===== src/rtl/arya_pkg.sv =====
// Shared constants for the arya core and its host-side memory controller:
// state encoding, sequencing constants and default widths.
package arya_pkg;

  localparam int DATAPATH_WIDTH_DEF = 64;
  localparam int MEM_ADDR_WIDTH_DEF = 10;
  localparam int RUN_CNT_WIDTH_DEF  = 16;
  localparam int CYCLE_CNT_WIDTH    = 32;

  localparam logic [2:0] ST_IDLE   = 3'd0;
  localparam logic [2:0] ST_SETUP  = 3'd1;
  localparam logic [2:0] ST_CLEAR  = 3'd2;
  localparam logic [2:0] ST_RUN    = 3'd3;
  localparam logic [2:0] ST_VERIFY = 3'd4;

  typedef enum logic [2:0] {
    IDLE   = ST_IDLE,
    SETUP  = ST_SETUP,
    CLEAR  = ST_CLEAR,
    RUN    = ST_RUN,
    VERIFY = ST_VERIFY
  } state_t;

  // Core reset pulse length before each run, and host readback latency
  // (one BRAM cycle plus the output register).
  localparam int CLEAR_CYCLES = 2;
  localparam int READ_LATENCY = 2;

endpackage


===== src/rtl/arya_run_timer.sv =====
// Loadable run-length down-counter. A load value of zero selects free-run,
// in which case the terminal count never fires.
module arya_run_timer #(
  parameter int W = 16
) (
  input  logic         clk,
  input  logic         reset,
  input  logic         load,
  input  logic [W-1:0] load_val,
  input  logic         dec_en,
  output logic         tc
);

  logic [W-1:0] count;
  logic         free_run;

  always_ff @(posedge clk) begin
    if (!reset) begin
      count    <= '0;
      free_run <= 1'b0;
    end else if (load) begin
      count    <= load_val;
      free_run <= (load_val == '0);
    end else if (dec_en && (count != '0)) begin
      count <= count - W'(1);
    end
  end

  // Fires during the last counted cycle so the run lasts exactly load_val cycles.
  assign tc = !free_run && (count == W'(1));

endmodule


===== src/rtl/arya_mem_ctrl.sv =====
// Host sequencer and port-B arbiter for the arya core.
// Optional feature: define ARYA_MEM_CTRL_CYCLE_CNT_EN to add run_cycle_count.
module arya_mem_ctrl
  import arya_pkg::*;
#(
  parameter int DATAPATH_WIDTH = DATAPATH_WIDTH_DEF,
  parameter int MEM_ADDR_WIDTH = MEM_ADDR_WIDTH_DEF,
  parameter int RUN_CNT_WIDTH  = RUN_CNT_WIDTH_DEF
) (
  input  logic                      clk,
  input  logic                      reset,
  input  logic                      setup_mem,
  input  logic                      verify_mem,
  input  logic                      start,
  input  logic                      stop,
  input  logic [RUN_CNT_WIDTH-1:0]  run_cycles,
  input  logic [MEM_ADDR_WIDTH-1:0] host_addr_in,
  input  logic [DATAPATH_WIDTH-1:0] host_data_in,
  input  logic                      host_wr_en,
  input  logic                      host_rd_en,
  output logic [DATAPATH_WIDTH-1:0] host_data_out,
  output logic                      host_rd_valid,
  output logic                      host_err,
  output logic                      busy,
  output logic                      done,
  output logic                      core_en,
  output logic                      core_rst_n,
  input  logic [MEM_ADDR_WIDTH-1:0] core_addrb_in,
  input  logic [DATAPATH_WIDTH-1:0] core_dinb_in,
  input  logic                      core_web_in,
  output logic [MEM_ADDR_WIDTH-1:0] mem_addrb_out,
  output logic [DATAPATH_WIDTH-1:0] mem_dinb_out,
  output logic                      mem_web_out,
  input  logic [DATAPATH_WIDTH-1:0] mem_doutb_in,
  output logic [DATAPATH_WIDTH-1:0] core_doutb_out,
`ifdef ARYA_MEM_CTRL_CYCLE_CNT_EN
  output logic [CYCLE_CNT_WIDTH-1:0] run_cycle_count,
`endif
  output logic [2:0]                state_dbg
);

  localparam logic [1:0] CLEAR_LAST = 2'(CLEAR_CYCLES - 1);

  state_t     state, state_nx;
  logic [1:0] clr_cnt;
  logic       start_acc, run_end, timer_tc;
  logic       wr_ok, rd_ok, bad_strobe;
  logic       rd_p1;

  always_ff @(posedge clk) begin
    if (!reset) state <= IDLE;
    else        state <= state_nx;
  end

  always_comb begin
    state_nx  = state;
    start_acc = 1'b0;
    run_end   = 1'b0;
    case (state)
      IDLE: begin
        if (setup_mem)       state_nx = SETUP;
        else if (verify_mem) state_nx = VERIFY;
        else if (start) begin
          state_nx  = CLEAR;
          start_acc = 1'b1;
        end
      end
      SETUP:   if (!setup_mem)  state_nx = IDLE;
      VERIFY:  if (!verify_mem) state_nx = IDLE;
      CLEAR:   if (clr_cnt == CLEAR_LAST) state_nx = RUN;
      RUN: begin
        if (timer_tc || stop) begin
          state_nx = IDLE;
          run_end  = 1'b1;
        end
      end
      default: state_nx = IDLE;
    endcase
  end

  // Host strobes are only honoured inside their windows; anything else is
  // dropped and flagged.
  always_comb begin
    wr_ok      = host_wr_en && (state == SETUP);
    rd_ok      = host_rd_en && ((state == SETUP) || (state == VERIFY));
    bad_strobe = (host_wr_en && !wr_ok) || (host_rd_en && !rd_ok);
  end

  always_comb begin
    mem_addrb_out = host_addr_in;
    mem_dinb_out  = host_data_in;
    mem_web_out   = wr_ok;
    if (state == RUN) begin
      mem_addrb_out = core_addrb_in;
      mem_dinb_out  = core_dinb_in;
      mem_web_out   = core_web_in;
    end
  end

  always_ff @(posedge clk) begin
    if (!reset) begin
      clr_cnt       <= 2'd0;
      core_rst_n    <= 1'b0;
      done          <= 1'b0;
      host_err      <= 1'b0;
      rd_p1         <= 1'b0;
      host_rd_valid <= 1'b0;
      host_data_out <= '0;
    end else begin
      clr_cnt <= (state == CLEAR) ? clr_cnt + 2'd1 : 2'd0;
      // Core reset is only touched around a run; in IDLE the core keeps its state.
      if (state_nx == CLEAR)    core_rst_n <= 1'b0;
      else if (state_nx == RUN) core_rst_n <= 1'b1;
      done          <= run_end;
      host_err      <= (host_err && !start_acc) || bad_strobe;
      rd_p1         <= rd_ok;
      host_rd_valid <= rd_p1;
      if (rd_p1) host_data_out <= mem_doutb_in;
    end
  end

  arya_run_timer #(.W(RUN_CNT_WIDTH)) u_timer (
    .clk      (clk),
    .reset    (reset),
    .load     (start_acc),
    .load_val (run_cycles),
    .dec_en   (state == RUN),
    .tc       (timer_tc)
  );

`ifdef ARYA_MEM_CTRL_CYCLE_CNT_EN
  always_ff @(posedge clk) begin
    if (!reset)                                   run_cycle_count <= '0;
    else if (start_acc)                           run_cycle_count <= '0;
    else if ((state == RUN) && (run_cycle_count != '1)) run_cycle_count <= run_cycle_count + 32'd1;
  end
`endif

  assign core_en        = (state == RUN);
  assign busy           = (state != IDLE);
  assign core_doutb_out = mem_doutb_in;
  assign state_dbg      = state;

endmodule


===== config.mk =====
export PLATFORM = sky130hd
export DESIGN_NAME = arya_mem_ctrl
export DESIGN_NICKNAME = d
export VERILOG_FILES = /design/src/rtl/arya_pkg.sv /design/src/rtl/arya_run_timer.sv /design/src/rtl/arya_mem_ctrl.sv
export SDC_FILE = /design/constraint.sdc
export NUM_CORES = 1
export LEC_CHECK = 0
export CELL_PAD_IN_SITES_DETAIL_PLACEMENT = 0
export CELL_PAD_IN_SITES_GLOBAL_PLACEMENT = 2
export CORE_ASPECT_RATIO = 1.2
export CORE_MARGIN = 10
export CORE_UTILIZATION = 15
export CTS_BUF_LIST = sky130_fd_sc_hd__clkbuf_4 sky130_fd_sc_hd__clkbuf_8
export CTS_CLUSTER_SIZE = 16
export DETAILED_ROUTE_END_ITERATION = 16
export GPL_ROUTABILITY_DRIVEN = 0
export PLACE_DENSITY = 0.81
export SYNTH_ARGS = -nofsm -noshare
export SYNTH_HDL_FRONTEND = slang
export SYNTH_SLANG_ARGS = --single-unit

===== constraint.sdc =====
create_clock -name clk -period 2.5 [get_ports clk]
set_input_delay 0.5 -clock clk [delete_from_list [all_inputs] [get_ports clk]]
set_output_delay 0.5 -clock clk [all_outputs]
set_load 0.05 [all_outputs]

---- Yosys cells after proc, flatten, opt, wreduce, memory -nomap -nowiden ----
Cells that the tools add are included.
operators by class
  equal/unequal tests ..................... 8
  reductions and logical operators ........ 23
  mux-type cells .......................... 18
  add/sub/neg operators ................... 2
  bitwise gates (word level) .............. 1
operator list
  operator                 number
  $mux W64                 1
  $mux W16                 2
  $mux W3                  7
  $eq A16 B1 Y1 const B    1
  $logic_not A16 Y1        1
  $reduce_bool A16 Y1      1
  $sub A16 B1 Y16 const B  1
  $pmux W3 S5              1
  $eq A3 B2 Y1 const B     4
  $mux W10                 1
  $logic_and A1 B1 Y1      7
  $mux W1                  6
  $logic_not A1 Y1         4
  $logic_or A1 B1 Y1       4
  $reduce_and A2 Y1        2
  $eq A3 B1 Y1 const B     1
  $eq A3 B3 Y1 const B     1
  $logic_not A3 Y1         1
  $reduce_bool A3 Y1       1
  $add A2 B1 Y2 const B    1
  $eq A2 B1 Y1 const B     1
  $reduce_bool A2 Y1       1
  $reduce_or A2 Y1         1
  $not A1 Y1               1
storage, ports and cells
  bits of input ports ..................... 237
  output and inout bits ................... 212
  bits in registers ....................... 91
  logic and storage cells ................. 62

---- Logic depth before layout (Yosys ltp) ----
Gate-level depths: netlist (run 1).
  depth in word-level cells ............... 7
  gate-level depth with buffers ........... 8
  gate-level depth less buffers ........... 7

---- Hierarchy ----
A second synthesis (run 1) with hierarchy kept.
second synthesis, totals
  cells, all modules ...................... 544
  area, all modules ....................... 5190.0 um^2
by module, submodules not included
  module          area each (um^2)  sequential area each (um^2)  cells an instance  instances
  arya_mem_ctrl   4055.1            1481.4                       401                1
  arya_run_timer  1134.8            340.3                        143                1

---- Worst setup path after synthesis (run 1) ----
No wires, ideal clock.
  path kind ............................... flip-flop to output port
  start point ............................. register state[2], in the netlist state_dbg[2]
  end point ............................... output mem_addrb_out[0]
  arrival ................................. 2.330 ns
  buffers on the path ..................... 3
  data required time ...................... 2.000 ns
  stages on the path, launching flop included .. 8
  setup slack ............................. -0.330 ns
  cell sequence ........................... dfxtp_1 -> buf_6 -> nand3b_4 -> clkinv_2 -> clkbuf_1 -> clkbuf_1 -> nand2_1 -> nand2_1
on the way
  cells in the longest elaborated chain, start to end .. 2
ends and longest elaborated chain
  what                    RTL line             source
  from (decl)             arya_mem_ctrl.sv:44  state_t state, state_nx;
  from (signal assigned)  arya_mem_ctrl.sv:52  else state <= state_nx;
  $eq A3 B2 Y1            -
  named net core_en       arya_mem_ctrl.sv:26  output logic core_en,
  $mux W10                arya_mem_ctrl.sv:93  if (state == RUN) begin
  to (decl)               arya_mem_ctrl.sv:31  output logic [MEM_ADDR_WIDTH-1:0] mem_addrb_out,
The timed path passes the listed nets, and every way through them passes these cells.

---- Final worst setup path (run 1) ----
  start point ............................. register state[1], in the netlist state_dbg[1]
  end point ............................... output state_dbg[1]
RTL lines
  what       RTL line             source
  to (decl)  arya_mem_ctrl.sv:39  output logic [2:0] state_dbg
No word-level cell between the ends.

==> results.yml, run 1 <==
outcome:
  status: "finished, final reports clean"
routing:
  num_vias: 5911
  routedWlPerCell_um: 16.5
  wl_um: 25300
  first_pass_iters: 4
  final_antenna_net_count: 0
  vias_per_cell: 3.85
  drcViolationCount: 0
  drt_iter0_drc: 193
global_route:
  grt_max_degree: 70
  grtUsageMet2_pct: 19.8
  antenna_found_initial: 0
  globalRoute.busiestLayer: "met2"
  grt_overflow_total: 0
  grt_util_met3_pct: 6.60
  grt_first_pass_wirelength_um: 37600
  grt.total_usage_pct: 11.5
  grtUsageMet1_pct: 11.7
  grt_pass1_vias: 6111
floorplanning:
  die_y_um: 223
  initial_core_util_pct: 15.1
  ios: 449
  dieArea_um2: 42000
  rows: 74
  core_area_um2: 33900
  die_w_um: 189
worst_setup_path:
  crit_family: "buffers and inverters"
  crit_type: "flip-flop to output pin"
  slowest_delay_ps: 850
  startpoint_type: "flip-flop"
  rrSetupSlack_ps: 410
  r2r-end: "u_timer.count[5]$_SDFFE_PN0P_"
  path_cells: "buf_4 > clkdlybuf4s50_1"
  critPathBufInv: 2
  end_kind: "output pin"
  crit_arrival_ps: 1820
  critPathRequiredTime_ps: 2000
  cp_max_fo: 12
  crit_start: "state_dbg[1]$_SDFF_PN0_"
  worstSetupPathDepth: 2
  crit_slowest_cell: "clkdlybuf4s50_1"
  crit_end: "state_dbg[1]"
  rr_startpoint: "u_timer.count[0]$_SDFFE_PN0P_"
  reg2regPathDepth: 7
timing:
  rsz0062_at_grt: "no"
  period_share_pct: 92.9
  skew_ps: 15.5
  worstMarginPinSlew_ps: 595
  slew-limit-headroom_pct: 60.2
  finalSetupViolations: 0
  drv_slew: 0
  fin_tns_setup_ps: 0
  fin_crit_ps: 2320
  max_freq_mhz: 431
  finalHoldViolCount: 0
synth:
  ys_types: 53
  synth-main-ff-cell: "dfxtp_1"
  avgSynthCellArea_um2: 7.37
  ys_warn_count: 0
  yosys.cell_count.top_type: "nand2_1"
  synth_area_leaders: "dfxtp_1 36%, nand2_1 17%, mux2i_1 13%"
  yosys.area.top_type: "dfxtp_1"
  synth_top_area_share_pct: 35.5
  synth_edf_count: 0
  syn_area_um2: 5130
  ys_seq_area_share_pct: 35.5
  synth-seq-cells: 91
  netlist_instances: 696
  synth_common_cells: "238 x nand2_1, 91 x dfxtp_1, 78 x nor2_1"
  synthArstFlopShare_pct: 0
  synth_nets: 937
final_layout:
  multi_input_area_um2: 2680
  area_growth_pct: 107
  regArea_um2: 1830
  drive_above_1_share_pct: 19.8
  fillerInstances: 3555
  nets: 1315
  fin_cells: 1535
cts:
  cts_buffer_depth: 2
  cts_hold_buffers: 0
  clock-sinks: 91
  root_buffer: "clkbuf_8"
  clk_pin_slew_worst_paths_ps: 100
  htreeDepth: 3
  clock_latency_ps: 380
  cts-buffers-inserted: 9
  cts_tree: "done"
placed_design:
  io_buffers: 448
  numPlacedInstances: 1517
  place_hpwl_um: 21600
power:
  p_leak_nw: 4.34
  p_per_area_nw_per_um2: 421
  peakVddDrop_mv: 0.219
run:
  maxCapViolations: 0
hold_path:
  min_path_type: "flip-flop to flip-flop"
==> stage by stage <==
| step | utilization, % | worst slack (ps) | power, W | hold slack, ps | instance area, µm² |
|---|---|---|---|---|---|
| floorplan | - | 35.8 | 0.00254 | 398 | 5190 |
| global placement | 30.7 | 56.0 | 0.00349 | 408 | 10400 |
| detailed placement | 30.7 | 70.5 | 0.00349 | 420 | 10400 |
| CTS | 31.3 | 13.3 | 0.00456 | 438 | 10600 |
| global route | 31.4 | 74.2 | 0.00470 | 458 | 10600 |
| finish | 31.4 | 178 | 0.00447 | 436 | 10600 |
==> where the power goes <==
part | internal [W] | switching [W]
Combinational | 0.000879 | 0.00102
Sequential | 0.00150 | 0.0000395
Clock | 0.000496 | 0.000536
==> flip-flops by register name, indices dropped and copies added (netlist names), 2 cells and up <==
signal         count
clr_cnt            2
host_data_out     64
state_dbg          3
u_timer.count     16
==> layout by cell type, fill, tap and decap left out, types with 2 or more instances in the layout <==
| cell | n |
|---|---|
| mux2i_1 | 65 |
| o22ai_1 | 2 |
| a21oi_1 | 10 |
| nand2_1 | 218 |
| o211ai_1 | 2 |
| o31a_1 | 3 |
| buf_12 | 81 |
| or2_2 | 2 |
| and3_1 | 3 |
| o21ai_0 | 4 |
| o211a_1 | 2 |
| and2_1 | 4 |
| o21a_1 | 3 |
| nand2b_1 | 2 |
| o21ai_1 | 3 |
| buf_4 | 84 |
| inv_1 | 6 |
| nand3_1 | 11 |
| xnor2_1 | 2 |
| nor3_1 | 9 |
| nand4_1 | 4 |
| a31oi_1 | 8 |
| clkdlybuf4s50_1 | 307 |
| nand2_2 | 21 |
| nor2_1 | 78 |
| nor4_1 | 8 |
| ha_1 | 4 |
| clkbuf_8 | 10 |
| dfxtp_1 | 90 |
| a22oi_1 | 2 |
==> layer usage <==
layer / wire length, µm / share of wire (%)
met1: 9690 / 38
met4: 323 / 1.3
met5: 0 / 0
met2: 12000 / 48
met3: 3200 / 13
==> logic make-up after synthesis <==
logic type / Yosys count / synth area share [%]
simple gates: 374 / 30.9
flops: 91 / 35.5
compound gates: 45 / 5.83
xor+xnor: 3 / 0.513
mux: 66 / 12.9
fa+ha+maj: 4 / 0.976
buf+inv: 113 / 13.3
==> final cells by class <==
class,instances,share of cell area [%]
repair buffers,472,50.1
flip-flops and latches,91,17.2
well taps,456,5.36
clock buffers,11,1.36
clock inverters,4,0.482
multi-input cells,492,25.2
inverters,8,0.353
diodes,1,0.0235
==> worst reg2reg max path: stages, from the launching register on <==
cell,delay [ps]
dfxtp_1,380
inv_1,90
ha_1,200
nor4b_1,160
nand4_1,180
or4b_4,500
o211a_1,220
o31a_1,260
==> worst min-delay path by stage <==
stage | startpoint | to | slack, ps | depth (start not counted)
after floorplan | clr_cnt[0]$_SDFF_PN0_ | clr_cnt[0]$_SDFF_PN0_ | 400 | 1
after global placement | clr_cnt[0]$_SDFF_PN0_ | clr_cnt[0]$_SDFF_PN0_ | 410 | 1
after detailed placement | clr_cnt[0]$_SDFF_PN0_ | clr_cnt[0]$_SDFF_PN0_ | 420 | 1
after CTS | clr_cnt[0]$_SDFF_PN0_ | clr_cnt[0]$_SDFF_PN0_ | 440 | 1
after global routing | clr_cnt[0]$_SDFF_PN0_ | clr_cnt[0]$_SDFF_PN0_ | 460 | 1
final | clr_cnt[0]$_SDFF_PN0_ | clr_cnt[0]$_SDFF_PN0_ | 440 | 1
==> timing repair <==
item                       in CTS  in global routing
setup buffers                   0                  2
resized for setup               0                  3
setup endpoints to repair       0                 31
(Power assumes the default switching activity.)
==> run 2, diff against run 1 <==
==> constraint.sdc (replaced) <==
create_clock -name clk -period 2.5 [get_ports clk]
set_input_delay 0.25 -clock clk [delete_from_list [all_inputs] [get_ports clk]]
set_output_delay 0.25 -clock clk [all_outputs]
set_load 0.05 [all_outputs]
==> run 2 against run 1 <==
Effect of this change:
- critical path depth up 4
- die area unchanged
- hold slack got worse by 15 ps
- sequential power barely moved
- count of clock-buffer cells in the layout increased by 2
- cell count is 0.72% lower
- maximum frequency is 0.13% higher
- first-iteration DRC count down 21%
- setup slack better by 3.0 ps
- non-clock buffer count decreased by 11
- register-to-register slack better by 70 ps
==> results.yml, run 2 (same netlist as run 1, synthesis figures left out) <==
worst_setup_path:
  startpoint_type: "flip-flop"
  path_cells: "nand3b_4 > clkinv_2 > buf_12 > nand2_1 > nand2_1 > buf_12"
  crit_slowest_cell: "dfxtp_1"
  rrSetupSlack_ps: 480
  cp_max_fo: 75
  r2r-end: "u_timer.count[5]$_SDFFE_PN0P_"
  crit_type: "flip-flop to output pin"
  rr_startpoint: "u_timer.count[0]$_SDFFE_PN0P_"
  end_kind: "output pin"
  critPathRequiredTime_ps: 2250
  slowest_delay_ps: 520
  reg2regPathDepth: 7
  crit_arrival_ps: 2070
final_layout:
  drive_above_1_share_pct: 11.0
  fillerInstances: 3590
  nets: 1304
  largest_register: "host_data_out"
  layout_common_cells: "372 x clkdlybuf4s50_1, 238 x nand2_1, 90 x dfxtp_1"
  area_growth_pct: 107
  diodes: 0
  fin_cells: 1524
  final_common_cell: "clkdlybuf4s50_1"
  largest_register_ffs: 64
global_route:
  grt.total_usage_pct: 11.7
  grt_pass1_vias: 6261
  grt_max_degree: 78
  grt_first_pass_wirelength_um: 38400
  antenna_found_initial: 0
  grt_overflow_total: 0
routing:
  vias_per_cell: 3.87
  final_antenna_net_count: 0
  first_pass_iters: 4
  routedWlPerCell_um: 16.8
  drt_iter0_drc: 152
  num_vias: 5905
  drcViolationCount: 0
  wl_um: 25600
power:
  p_leak_nw: 4.22
  p_per_area_nw_per_um2: 417
  p_total_w: 0.00443
  peakVddDrop_mv: 0.190
timing:
  period_share_pct: 92.8
  finalSetupViolations: 0
  drv_slew: 0
  rsz0062_at_grt: "no"
  max_freq_mhz: 431
  worstMarginPinSlew_ps: 641
  finalHoldViolCount: 0
  fin_crit_ps: 2320
  fin_tns_setup_ps: 0
  skew_ps: 9.42
  slew-limit-headroom_pct: 57.2
hold_path:
  min_path_type: "input pin to flip-flop"
  worst_hold_path.endpoint: "rd_p1$_SDFF_PN0_"
  whs_path_depth: 3
  min_from: "host_rd_en"
cts:
  clk_pin_slew_worst_paths_ps: 90
  cts-buffers-inserted: 9
  cts_setup_buffers: 0
  cts_hold_buffers: 0
  cts_buffer_depth: 2
  clock_latency_ps: 380
  root_buffer: "clkbuf_8"
  htreeDepth: 3
  ctsResizeCount: 0
  cts_tree: "done"
  clock-sinks: 91
floorplanning:
  dieArea_um2: 42000
  core_area_um2: 33900
  die_y_um: 223
  initial_core_util_pct: 15.1
  ios: 449
  rows: 74
  die_w_um: 189
outcome:
  status: "finished, final reports clean"
placed_design:
  numPlacedInstances: 1508
  place_hpwl_um: 21800
  io_buffers: 448
run:
  maxCapViolations: 0
run 2: layer usage:
layer  vias up  GRT usage [%]  wire, µm
met4         0           3.69       406
met1      2576           11.3      9410
met3        18           6.80      3420
li1       2960              -         -
met5         -              0         0
met2       351           20.6     12400
run 2: worst max path at each step:
stage	startpoint	endpoint	slack, ps	cells past startpoint
after global routing	state_dbg[2]$_SDFF_PN0_	mem_dinb_out[39]	30	6
after floorplan	state_dbg[1]$_SDFF_PN0_	mem_web_out	60	3
final	state_dbg[2]$_SDFF_PN0_	mem_dinb_out[39]	180	6
after detailed placement	setup_mem	u_timer.count[5]$_SDFFE_PN0P_	180	5
after global placement	start	u_timer.count[5]$_SDFFE_PN0P_	210	5
after CTS	state_dbg[2]$_SDFF_PN0_	mem_dinb_out[39]	140	6
run 2: per-stage QoR:
stage	cell area (µm²)	util [%]	hold WS, ps	worst slack [ps]
floorplan	5130	-	367	59.7
global route	10600	31.4	424	30.4
CTS	10600	31.4	384	140
finish	10600	31.4	421	181
global placement	10400	30.8	407	207
detailed placement	10400	30.8	417	182
run 2: where the power goes:
| group | internal [W] | switching, W | leakage [nW] |
|---|---|---|---|
| clock | 0.000456 | 0.000535 | 0.0995 |
| sequential | 0.00150 | 0.0000439 | 0.738 |
| combinational | 0.000885 | 0.00101 | 3.39 |
run 2: critical path, delay by kind of cell, from the launching register on:
| kind | cells | cell delay, ps |
|---|---|---|
| buffers and inverters | 3 | 570 |
| AND/OR/NAND/NOR | 3 | 520 |
| flip-flops | 1 | 520 |
run 2: layout make-up:
class	instances	area [µm²]	area share, %
multi-input cells	492	2620	24.7
flip-flops and latches	91	1830	17.2
clock buffers	13	173	1.63
inverters	8	31.3	0.294
well taps	456	571	5.37
repair buffers	461	5380	50.6
clock inverters	3	21.3	0.200
